$ cat config.mk
export PLATFORM = sky130hd
export DESIGN_NAME = steer_sequencer
export DESIGN_NICKNAME = d
export VERILOG_FILES = /design/src/rtl/steer_pkg.sv /design/src/rtl/steer_sequencer_debounce.sv /design/src/rtl/steer_sequencer.sv
export SDC_FILE = /design/constraint.sdc
export NUM_CORES = 1
export LEC_CHECK = 0
export CAP_MARGIN = 20
export CORE_ASPECT_RATIO = 1.1
export CORE_UTILIZATION = 52
export DETAILED_ROUTE_END_ITERATION = 12
export HOLD_SLACK_MARGIN = 0.05
export MAX_ROUTING_LAYER = met4
export PLACE_DENSITY = 0.78
export SYNTH_ARGS = -nofsm -noshare
export SYNTH_HDL_FRONTEND = slang
export SYNTH_SLANG_ARGS = --single-unit
$ cat constraint.sdc
create_clock -name clk -period 2.5 [get_ports clk]
set_input_delay 0.5 -clock clk [delete_from_list [all_inputs] [get_ports clk]]
set_output_delay 0.5 -clock clk [all_outputs]
set_load 0.02 [all_outputs]
$ cat src/rtl/steer_pkg.sv
// Shared types for the steering sequencer: command codes, FSM states,
// and the steering decision map.
package steer_pkg;

  typedef enum logic [1:0] {
    STOP  = 2'b00,
    FWD   = 2'b01,
    LEFT  = 2'b10,
    RIGHT = 2'b11
  } cmd_e;

  typedef enum logic [1:0] {
    IDLE,
    SETTLE,
    ISSUE,
    EXEC
  } state_e;

  function automatic cmd_e decide(
    input logic l,
    input logic r,
    input logic w
  );
    if (w)           return FWD;
    else if (l && !r) return LEFT;
    else if (r && !l) return RIGHT;
    else             return STOP;
  endfunction

endpackage

$ cat src/rtl/steer_sequencer_debounce.sv
// Sensor debounce: holds the last sensor vector and counts identical samples.
// Optional STEER_SAFE_ABORT_EN exposes the held-vs-live difference.
module steer_debounce #(
  parameter int SETTLE_CYCLES = 4
) (
  input  logic       clk,
  input  logic       reset_n,
  input  logic [4:0] sensor,
  input  logic       start,
  input  logic       clear,
`ifdef STEER_SAFE_ABORT_EN
  output logic       diff,
`endif
  output logic       stable
);

  localparam int CW = $clog2(SETTLE_CYCLES + 1);

  logic [4:0]    s_q;
  logic [CW-1:0] cnt;
  logic [CW-1:0] nxt;
  logic          active;

  assign active = start || (cnt != '0);

  always_comb begin
    nxt = CW'(1);
    if (!start && sensor == s_q) nxt = cnt + CW'(1);
  end

  // Fires on the edge whose count would reach the threshold.
  assign stable = !clear && active && (nxt == CW'(SETTLE_CYCLES));

`ifdef STEER_SAFE_ABORT_EN
  assign diff = sensor != s_q;
`endif

  always_ff @(posedge clk or negedge reset_n) begin
    if (!reset_n) begin
      s_q <= '0;
      cnt <= '0;
    end else if (clear) begin
      cnt <= '0;
    end else if (active) begin
      if (start || sensor != s_q) s_q <= sensor;
      cnt <= stable ? '0 : nxt;
    end
  end

endmodule

$ cat src/rtl/steer_sequencer.sv
// Steering sequencer: debounce, sample decision, issue, execute, re-arm.
// Optional abort of FWD on sensor change: define STEER_SAFE_ABORT_EN.
module steer_sequencer
  import steer_pkg::*;
#(
  parameter int SETTLE_CYCLES = 4,
  parameter int TURN_CYCLES   = 8,
  parameter int WALK_CYCLES   = 16,
  parameter int CNT_W         = 8
) (
  input  logic             clk,
  input  logic             reset_n,
  input  logic             enable,
  input  logic [4:0]       sensor,
  input  logic             steer_left,
  input  logic             steer_right,
  input  logic             steer_walk,
  output logic             cmd_valid,
  input  logic             cmd_ready,
  output logic [1:0]       cmd,
  output logic             busy,
`ifdef STEER_SAFE_ABORT_EN
  output logic             abort_pulse,
`endif
  output logic [CNT_W-1:0] walk_count
);

  localparam int DMAX = (TURN_CYCLES > WALK_CYCLES) ? TURN_CYCLES : WALK_CYCLES;
  localparam int DW   = $clog2(DMAX + 1);

  state_e        state;
  cmd_e          cmd_q;
  cmd_e          dec;
  logic [DW-1:0] dur;
  logic          start;
  logic          clear;
  logic          stable;
  logic          abort;
  logic          done;

  assign dec = decide(steer_left, steer_right, steer_walk);
  assign cmd = cmd_q;

`ifdef STEER_SAFE_ABORT_EN
  logic diff;
  assign abort = (state == EXEC) && (cmd_q == FWD) && diff;
`else
  assign abort = 1'b0;
`endif

  assign done  = (state == EXEC) && (dur == DW'(1)) && !abort;
  assign start = ((state == IDLE) && enable) || (done && enable) || abort;
  assign clear = (state == SETTLE) && !enable;

  steer_debounce #(
    .SETTLE_CYCLES(SETTLE_CYCLES)
  ) u_deb (
    .clk    (clk),
    .reset_n(reset_n),
    .sensor (sensor),
    .start  (start),
    .clear  (clear),
`ifdef STEER_SAFE_ABORT_EN
    .diff   (diff),
`endif
    .stable (stable)
  );

  always_ff @(posedge clk or negedge reset_n) begin
    if (!reset_n) begin
      state      <= IDLE;
      cmd_q      <= STOP;
      cmd_valid  <= 1'b0;
      busy       <= 1'b0;
      dur        <= '0;
      walk_count <= '0;
`ifdef STEER_SAFE_ABORT_EN
      abort_pulse <= 1'b0;
`endif
    end else begin
`ifdef STEER_SAFE_ABORT_EN
      abort_pulse <= abort;
`endif
      unique case (state)
        IDLE: begin
          if (enable) begin
            state <= SETTLE;
            busy  <= 1'b1;
          end
        end
        SETTLE: begin
          if (!enable) begin
            state <= IDLE;
            busy  <= 1'b0;
          end
        end
        ISSUE: begin
          if (cmd_ready) begin
            cmd_valid <= 1'b0;
            if (cmd_q == STOP) begin
              state <= IDLE;
              busy  <= 1'b0;
            end else begin
              state <= EXEC;
              dur   <= (cmd_q == FWD) ? DW'(WALK_CYCLES) : DW'(TURN_CYCLES);
            end
          end
        end
        EXEC: begin
          if (abort) begin
            state <= SETTLE;
            dur   <= '0;
          end else if (done) begin
            dur <= '0;
            if (cmd_q == FWD && walk_count != '1)
              walk_count <= walk_count + 1'b1;
            if (enable) begin
              state <= SETTLE;
            end else begin
              state <= IDLE;
              busy  <= 1'b0;
            end
          end else begin
            dur <= dur - DW'(1);
          end
        end
        default: state <= IDLE;
      endcase
      // A settled vector overrides the case outcome and samples the decision.
      if (stable) begin
        state     <= ISSUE;
        cmd_q     <= dec;
        cmd_valid <= 1'b1;
        busy      <= 1'b1;
      end
    end
  end

endmodule

==> impl_results.md, run 1 <==
* Non-Filler Instances at 203
* Iteration-0 DRC Markers at 27
* Worst hold endpoint: cmd_valid
* TritonRoute pass-1 iters at 4
* Top flip-flop cell by instance count after synthesis: dfrtp_1
* Crit-path max FO at 2
* Max-Cap Viols at 0
* Port bufs at 23
* Worst Setup Start Kind: input port
* P&R area growth vs syn at 20.7%
* IO Count at 24
* Post-Route Setup TNS at 0 ns
* Setup CP Type: input port to register
* Root buf cell: clkbuf_4
* Total die area at 0.00306 sq mm
* Die width at 52.9 um
* CTS tree: done
* Site row count at 19
* Period utilization at 88.5%
* Reg2reg start: state[1]
* Vias at 1157
* Mux contribution to synthesized area at 6.26%
* Worst R2R End: cmd[1]
* Gr ovfl total at 0
* Synthesized Nets at 161
* Critical path required time at 2.73 ns
* Sequential area share after synthesis at 45.6%
* Post-synthesis adder-cell area fraction at 5.07%
* Cell Chain, Critical Path: clkdlybuf4s50_1, xor2_1, a2111oi_4, nand4_2, or4_4, mux2_4
* Placer congestion estimate at 0.869
* Remaining DRCs at 0
* Netlist cell types at 36
* Starting Density at 57.1%
* CTS resizes at 0
* Yosys top cell area share at 45.6%
* Async set or reset register ratio after synthesis at 100%
* Max Slew Vio Count at 0
* R2R Setup Slk at 0.34 ns
* Crit end category: register
* Worst hold path depth at 2
* Least-Margin Pin Slew at 0.473 ns
* Post-synthesis xor/xnor area fraction at 7.69%
* Clock latency on the worst-skew pair at 0.32 ns
* Simple-gate share of the synthesized area at 18.3%
* Min-Delay Path Class: register to register
* Vias/cell at 5.70
* CTS clk-pin slew, worst paths at 0.15 ns
* Wirelength per Cell at 14.4 um
* Initial antenna violation count at 0
* Min Tclk post-route at 2.21 ns
* Vias in the first global route at 1155
* Worst vdd ir at 621 uV
* Synth top area cells: dfrtp_1, xnor2_1, ha_1
* Core footprint at 0.00259 sq mm
* Routed wire length at 2.92 mm
* Cells after Synth at 143
* Total GRT Usage at 22.8%
* Worst path slowest cell: or4_4
* # diodes at 0
* Largest family of logic cells by synthesized area: simple AND/OR/NAND/NOR gates
* Hold_sp: cmd_valid
* Synth warn at 0
* Compound-Gate Fraction of Synth Area at 12.9%
* Cts bufs inserted at 3
* Clock sinks at 27
* Share of cells above drive strength 1 at 12.2%
* Setup bufs post-CTS at 0
* Clock buffer depth at 2
* EDFF count, synth at 0
* Synthesized area at 0.00148 sq mm
* Final net count at 191
* Hold buffers post-CTS at 0
* First-pass GRT wire length at 4.91 mm
* Post-synth top area cell: dfrtp_1
* FMAX at 0.452 GHz
* Antenna Violating Nets Remaining at 0
* Power Density at 828 mW/mm^2
* H-tree depth at 1
* RSZ-0062 raised after global routing: false
* Crit-path max cell delay at 0.54 ns
* Worst EP arrival at 2.44 ns
* #FFs+latches synth at 27
* Leak pwr at 0.810 nW
* Final Hold Fails at 0
* R2r worst-path depth at 5
* Post-DP HPWL at 2.29 mm
* Largest net degree at the start of global routing at 28
* Clock Skew at 0.00589 ns
* Slew HR at 68.3%
* Synth Area per Inst at 10.4 sq um
* Inst Count DP at 199
* CP delay by family, top: simple AND/OR/NAND/NOR gates
* Worst path buffer plus inverter count at 1
* DIE HEIGHT at 58.0 um
* Status: completed
* Fillers at 208
* Setup Viol. Count Final at 0
## metrics by stage
step	util, %	area, sq um	hold WS, ns	total power [mW]	worst slack, ns
global placement	67.9	1760	0.470	1.27	-0.0328
floorplan	-	1480	0.204	1.13	0.303
finish	69.0	1790	0.492	1.48	0.289
detailed placement	67.9	1760	0.462	1.30	-0.0792
global route	69.0	1790	0.535	1.60	0.231
CTS	69.0	1790	0.495	1.49	0.288
## tightest hold or removal path: stages, from the launching register on
cell,delay [ns]
dfrtp_1,0.37
nand2_1,0.05
nand2_1,0.05
## worst max-delay path by stage
| stage | start | to | slack (ns) | depth (start not counted) |
|---|---|---|---|---|
| after floorplan | sensor[2] | cmd[1] | 0.30 | 6 |
| after global placement | sensor[2] | cmd[1] | -0.03 | 6 |
| after detailed placement | sensor[2] | cmd[1] | -0.08 | 6 |
| after CTS | sensor[2] | cmd[1] | 0.29 | 6 |
| after global routing | dur[1] | walk_count[5] | 0.23 | 8 |
| final | sensor[2] | cmd[1] | 0.29 | 6 |
## area by class of cell
| class | instances | area (sq um) | area share, % |
|---|---|---|---|
| flip-flops and latches | 27 | 676 | 37.8 |
| inverters | 9 | 33.8 | 1.89 |
| multi-input cells | 104 | 743 | 41.6 |
| clock buffers | 3 | 22.5 | 1.26 |
| clock inverters | 1 | 5.00 | 0.280 |
| repair buffers | 28 | 268 | 15.0 |
| well taps | 31 | 38.8 | 2.17 |
## registers in the layout (all words and copies together) (netlist names)
register	count
busy	1
u_deb.cnt	3
cmd_valid	1
state	2
walk_count	8
dur	5
cmd	2
u_deb.s_q	5
## cell usage in the layout, fill, tap and decap left out, types with 2 or more instances in the layout
cell / instances
xnor2_1: 9
nand4_1: 5
and3_1: 2
ha_1: 6
nand3_1: 3
xor2_1: 4
and2_1: 4
inv_1: 9
a31oi_1: 2
dfrtp_1: 27
a21oi_1: 11
nor2_1: 6
clkbuf_4: 3
nand2_1: 11
nand2b_1: 5
mux2_2: 6
o21ai_0: 10
nor3_1: 2
clkdlybuf4s50_1: 23
o31ai_1: 2
buf_4: 5
## cells in the mapped netlist (all sizes together), types with 2 or more instances
library cell and instances:
dfrtp 27, a21oi 11, nand2 11, o21ai 10, inv 9, xnor2 9
mux2 7, nor2 7, ha 6, nand4 6, nand2b 5, and2 4
xor2 4, buf 3, nand3 3, a31oi 2, and3 2, nor3 2
o31ai 2
## logic make-up (layout without fill, tap and decap cells)
group	Yosys count	after routing
AO/OA/AOI/OAI	30	30
XOR/XNOR	13	13
buffers and inverters	12	41
adder cells (fa/ha/maj)	6	6
AND/OR/NAND/NOR	47	47
flip-flops	27	27
multiplexers	8	8
## report_power, final
part	total (mW)	leakage [nW]	switching, mW	internal [mW]
logic	0.593	0.449	0.309	0.284
clock network	0.188	0.0177	0.128	0.0600
registers	0.698	0.343	0.141	0.557
## routing by layer
metal  up-vias  global-route usage, %  part of all wire, %
met3         2                   2.36                  3.1
met1       565                   25.2                   41
met5         -                      -                    0
li1        558                      -                    -
met2        32                   40.9                   55
met4         0                   9.02                 0.48
(Power assumes the default switching activity.)
==> inputs of run 2 (changes only) <==
--- a/config.mk
+++ b/config.mk
@@ -7,11 +7,13 @@
 export LEC_CHECK = 0
 export CAP_MARGIN = 20
 export CORE_ASPECT_RATIO = 1.1
-export CORE_UTILIZATION = 52
+export CORE_UTILIZATION = 53
 export DETAILED_ROUTE_END_ITERATION = 12
 export HOLD_SLACK_MARGIN = 0.05
 export MAX_ROUTING_LAYER = met4
-export PLACE_DENSITY = 0.78
+export PLACE_DENSITY = 0.79
+export REMOVE_ABC_BUFFERS = 1
 export SYNTH_ARGS = -nofsm -noshare
 export SYNTH_HDL_FRONTEND = slang
+export SYNTH_HIERARCHICAL = 1
 export SYNTH_SLANG_ARGS = --single-unit
==> run 2 against run 1 <==
The flow now finishes with violations (setup timing). Sequential cell count is the same. Hold slack gained 0.0052 ns. Maximum frequency shrank 26%. Non-clock buffer count grew 26. Register-to-register slack lost 0.84 ns. Worst setup slack lost 0.78 ns. Critical path depth grew 8. Cell count grew 13%. Critical endpoint is now state[0]. Area after synthesis grew 2.2%. Combinational power shrank 64%.
==> impl_results.md, run 2 <==
* Status: complete, but fails checks
* Failing checks: setup timing
* Initial antenna violation count at 0
* Power Density at 430 mW/mm^2
* Clock Skew at 0.0162 ns
* Largest net degree at the start of global routing at 28
* Worst EP arrival at 3.20 ns
* CTS tree: done
* Setup CP Type: register to register
* Post-route cell area at 0.00208 sq mm
* H-tree depth at 1
* Share of cells above drive strength 1 at 27.1%
* Largest regs: walk_count x8, dur x5, u_deb/s_q x5
* Die width at 52.9 um
* Fillers at 172
* Synth warn at 6
* Cells after Synth at 144
* Clock sinks at 27
* Gr ovfl total at 0
* Max reg flops at 8
* Least-Margin Pin Slew at 0.565 ns
* Clock latency on the worst-skew pair at 0.32 ns
* Starting Density at 58.4%
* Final Hold Fails at 0
* Synth Area per Inst at 10.5 sq um
* Site row count at 19
* R2R Setup Slk at -0.50 ns
* Root buf cell: clkbuf_4
* Synth top area cells: dfrtp_1, ha_1, xnor2_1
* TritonRoute pass-1 iters at 4
* Worst Setup Start Kind: register
* Sequential fraction of design power at 55.1%
* Vias/cell at 5.55
* Biggest register: walk_count
* Crit-path max FO at 4
* Synthesized area at 0.00151 sq mm
* Slew HR at 62.0%
* Total GRT Usage at 25.9%
* Top flip-flop cell by instance count after synthesis: dfrtp_1
* Commonest non-fill, non-tap cells in the layout: buf_4, dfrtp_1, clkdlybuf4s50_1
* Vias at 1277
* Yosys top cell area share at 44.7%
* Worst vdd ir at 355 uV
* # diodes at 0
* Commonest non-fill, non-tap cell in the layout: buf_4
* Routed wire length at 3.49 mm
* Min-Delay Path Class: register to register
* Internal Power at 0.635 mW
* Hold buffers post-CTS at 0
* Async set or reset register ratio after synthesis at 100%
* Remaining DRCs at 0
* Post-DP HPWL at 2.31 mm
* Period utilization at 120%
* Min Tclk post-route at 3.00 ns
* Top-count cell post-synth: dfrtp_1
* Setup Viol. Count Final at 6
* Placer congestion estimate at 0.887
* Iteration-0 DRC Markers at 56
* Sequential area share after synthesis at 44.7%
* P&R area growth vs syn at 37.3%
* Worst R2R End: state[0]
* Total die area at 0.00307 sq mm
* Setup WS pre-CTS at -0.561 ns
* Critical path required time at 2.70 ns
* Switching power at 0.259 mW
* First-pass GRT wire length at 5.61 mm
* Antenna Violating Nets Remaining at 0
* Post-synth top area cell: dfrtp_1
* Worst hold path depth at 1
* Max Slew Vio Count at 0
* Core footprint at 0.00259 sq mm
* Max-Cap Viols at 0
* DIE HEIGHT at 58.0 um
* #FFs+latches synth at 27
* Placed Area at 0.00190 sq mm
* Crit end category: register
* Vias in the first global route at 1265
* CTS clk-pin slew, worst paths at 0.15 ns
* Leak pwr at 0.961 nW
* FMAX at 0.334 GHz
* IO Count at 24
* Hold_sp: u_deb/cnt[0]
* Cts bufs inserted at 3
* Wirelength per Cell at 15.2 um
* Final net count at 218
* Setup ws final at -0.496 ns
* Combinational power share at 24.2%
* Clock power frac at 20.7%
* Switching Fraction at 29.0%
* R2r worst-path depth at 14
* Port bufs at 23
* RSZ-0062 raised after global routing: true
* Clock buffer depth at 2
* EDFF count, synth at 0
* Worst hold endpoint: u_deb/cnt[2]
* Netlist cell types at 45
* Reg2reg start: dur[1]
* Most frequent cells after synthesis: dfrtp_1, nor2_1, nand2_1, o21ai_0, xnor2_1
-- run 2: layout make-up --
| class | instances | area (sq um) | share of cell area [%] |
|---|---|---|---|
| inverters | 7 | 26.3 | 1.27 |
| flip-flops and latches | 27 | 676 | 32.5 |
| repair buffers | 54 | 463 | 22.3 |
| clock buffers | 4 | 26.3 | 1.27 |
| well taps | 31 | 38.8 | 1.87 |
| multi-input cells | 107 | 847 | 40.8 |
-- run 2: cells by family (layout without fill, tap and decap cells) --
logic type | after synthesis | after routing | share of synthesized area, %
compound gates | 26 | 26 | 11.8
xor+xnor | 13 | 13 | 7.53
fa+ha+maj | 6 | 6 | 4.96
buf+inv | 10 | 65 | 2.48
flops | 27 | 27 | 44.7
mux | 7 | 7 | 5.46
simple gates | 55 | 55 | 23.1
-- run 2: worst max-delay path, cell delays in order (launching register included) --
cell and delay (ns):
dfrtp_1 0.41, inv_2 0.08, ha_4 0.12, or4b_4 0.47, nor2_4 0.10, nor2_1 0.05, nor2_1 0.12, nor2b_1 0.08
o21ai_1 0.20, nand4b_2 0.18, nor3_4 0.22, and3b_1 0.22, a32oi_2 0.26, a21oi_2 0.10, a311oi_2 0.26
-- run 2: per-stage QoR --
| stage | setup TNS [ns] | hold slack, ns | total power, mW | instances | utilization (%) |
|---|---|---|---|---|---|
| 6_report | -1.96 | 0.497 | 0.894 | 230 | 80.2 |
| 5_1_grt | -2.28 | 0.504 | 0.940 | 230 | 80.2 |
| 4_1_cts | -1.30 | 0.497 | 0.893 | 228 | 79.3 |
| 3_5_place_dp | -1.56 | 0.473 | 0.702 | 212 | 73.2 |
| 3_3_place_gp | -0.883 | 0.467 | 0.689 | 212 | 73.2 |
| 2_1_floorplan | -1.70 | 0.204 | 0.620 | 141 | - |
-- run 2: timing repair --
action	4_1_cts	5_1_grt
buffers inserted	12	2
resized for setup	10	2
endpoints found under the setup margin	4	7
pin swaps	6	4
-- run 2: worst max path at each step --
stage                       from  endpoint  slack (ns)  cells after the start
final                     dur[1]  state[0]       -0.50                     14
after global routing      dur[1]      busy       -0.53                     14
after CTS                 dur[1]  state[0]       -0.35                     14
after detailed placement  dur[1]  state[0]       -0.56                     14
after global placement    dur[1]      busy       -0.31                     14
after floorplan           dur[1]      busy       -0.55                     14
-- run 2: power groups by stage --
stage / sequential (mW) / combinational [mW] / clock, mW
after floorplan: 0.504 / 0.116 / 0
after global placement: 0.498 / 0.191 / 0
after detailed placement: 0.501 / 0.201 / 0
after CTS: 0.493 / 0.209 / 0.191
after global routing: 0.495 / 0.234 / 0.210
final: 0.493 / 0.216 / 0.185
-- run 2: per-layer routing --
layer | up-vias | part of all wire [%] | global-route usage (%)
met5 | - | 0 | -
met4 | 0 | 1.8 | 7.52
met3 | 6 | 3.3 | 2.89
met2 | 33 | 51 | 45.6
met1 | 617 | 44 | 30.5
li1 | 621 | - | -
==> inputs of run 3 (changes only) <==
--- a/config.mk
+++ b/config.mk
@@ -9,6 +9,7 @@
 export CORE_ASPECT_RATIO = 1.1
 export CORE_UTILIZATION = 53
 export DETAILED_ROUTE_END_ITERATION = 12
+export GPL_ROUTABILITY_DRIVEN = 0
 export HOLD_SLACK_MARGIN = 0.05
 export MAX_ROUTING_LAYER = met4
 export PLACE_DENSITY = 0.79
==> results of run 3 <==
No change in the layout: final DEF, timing and power equal those of run 2.
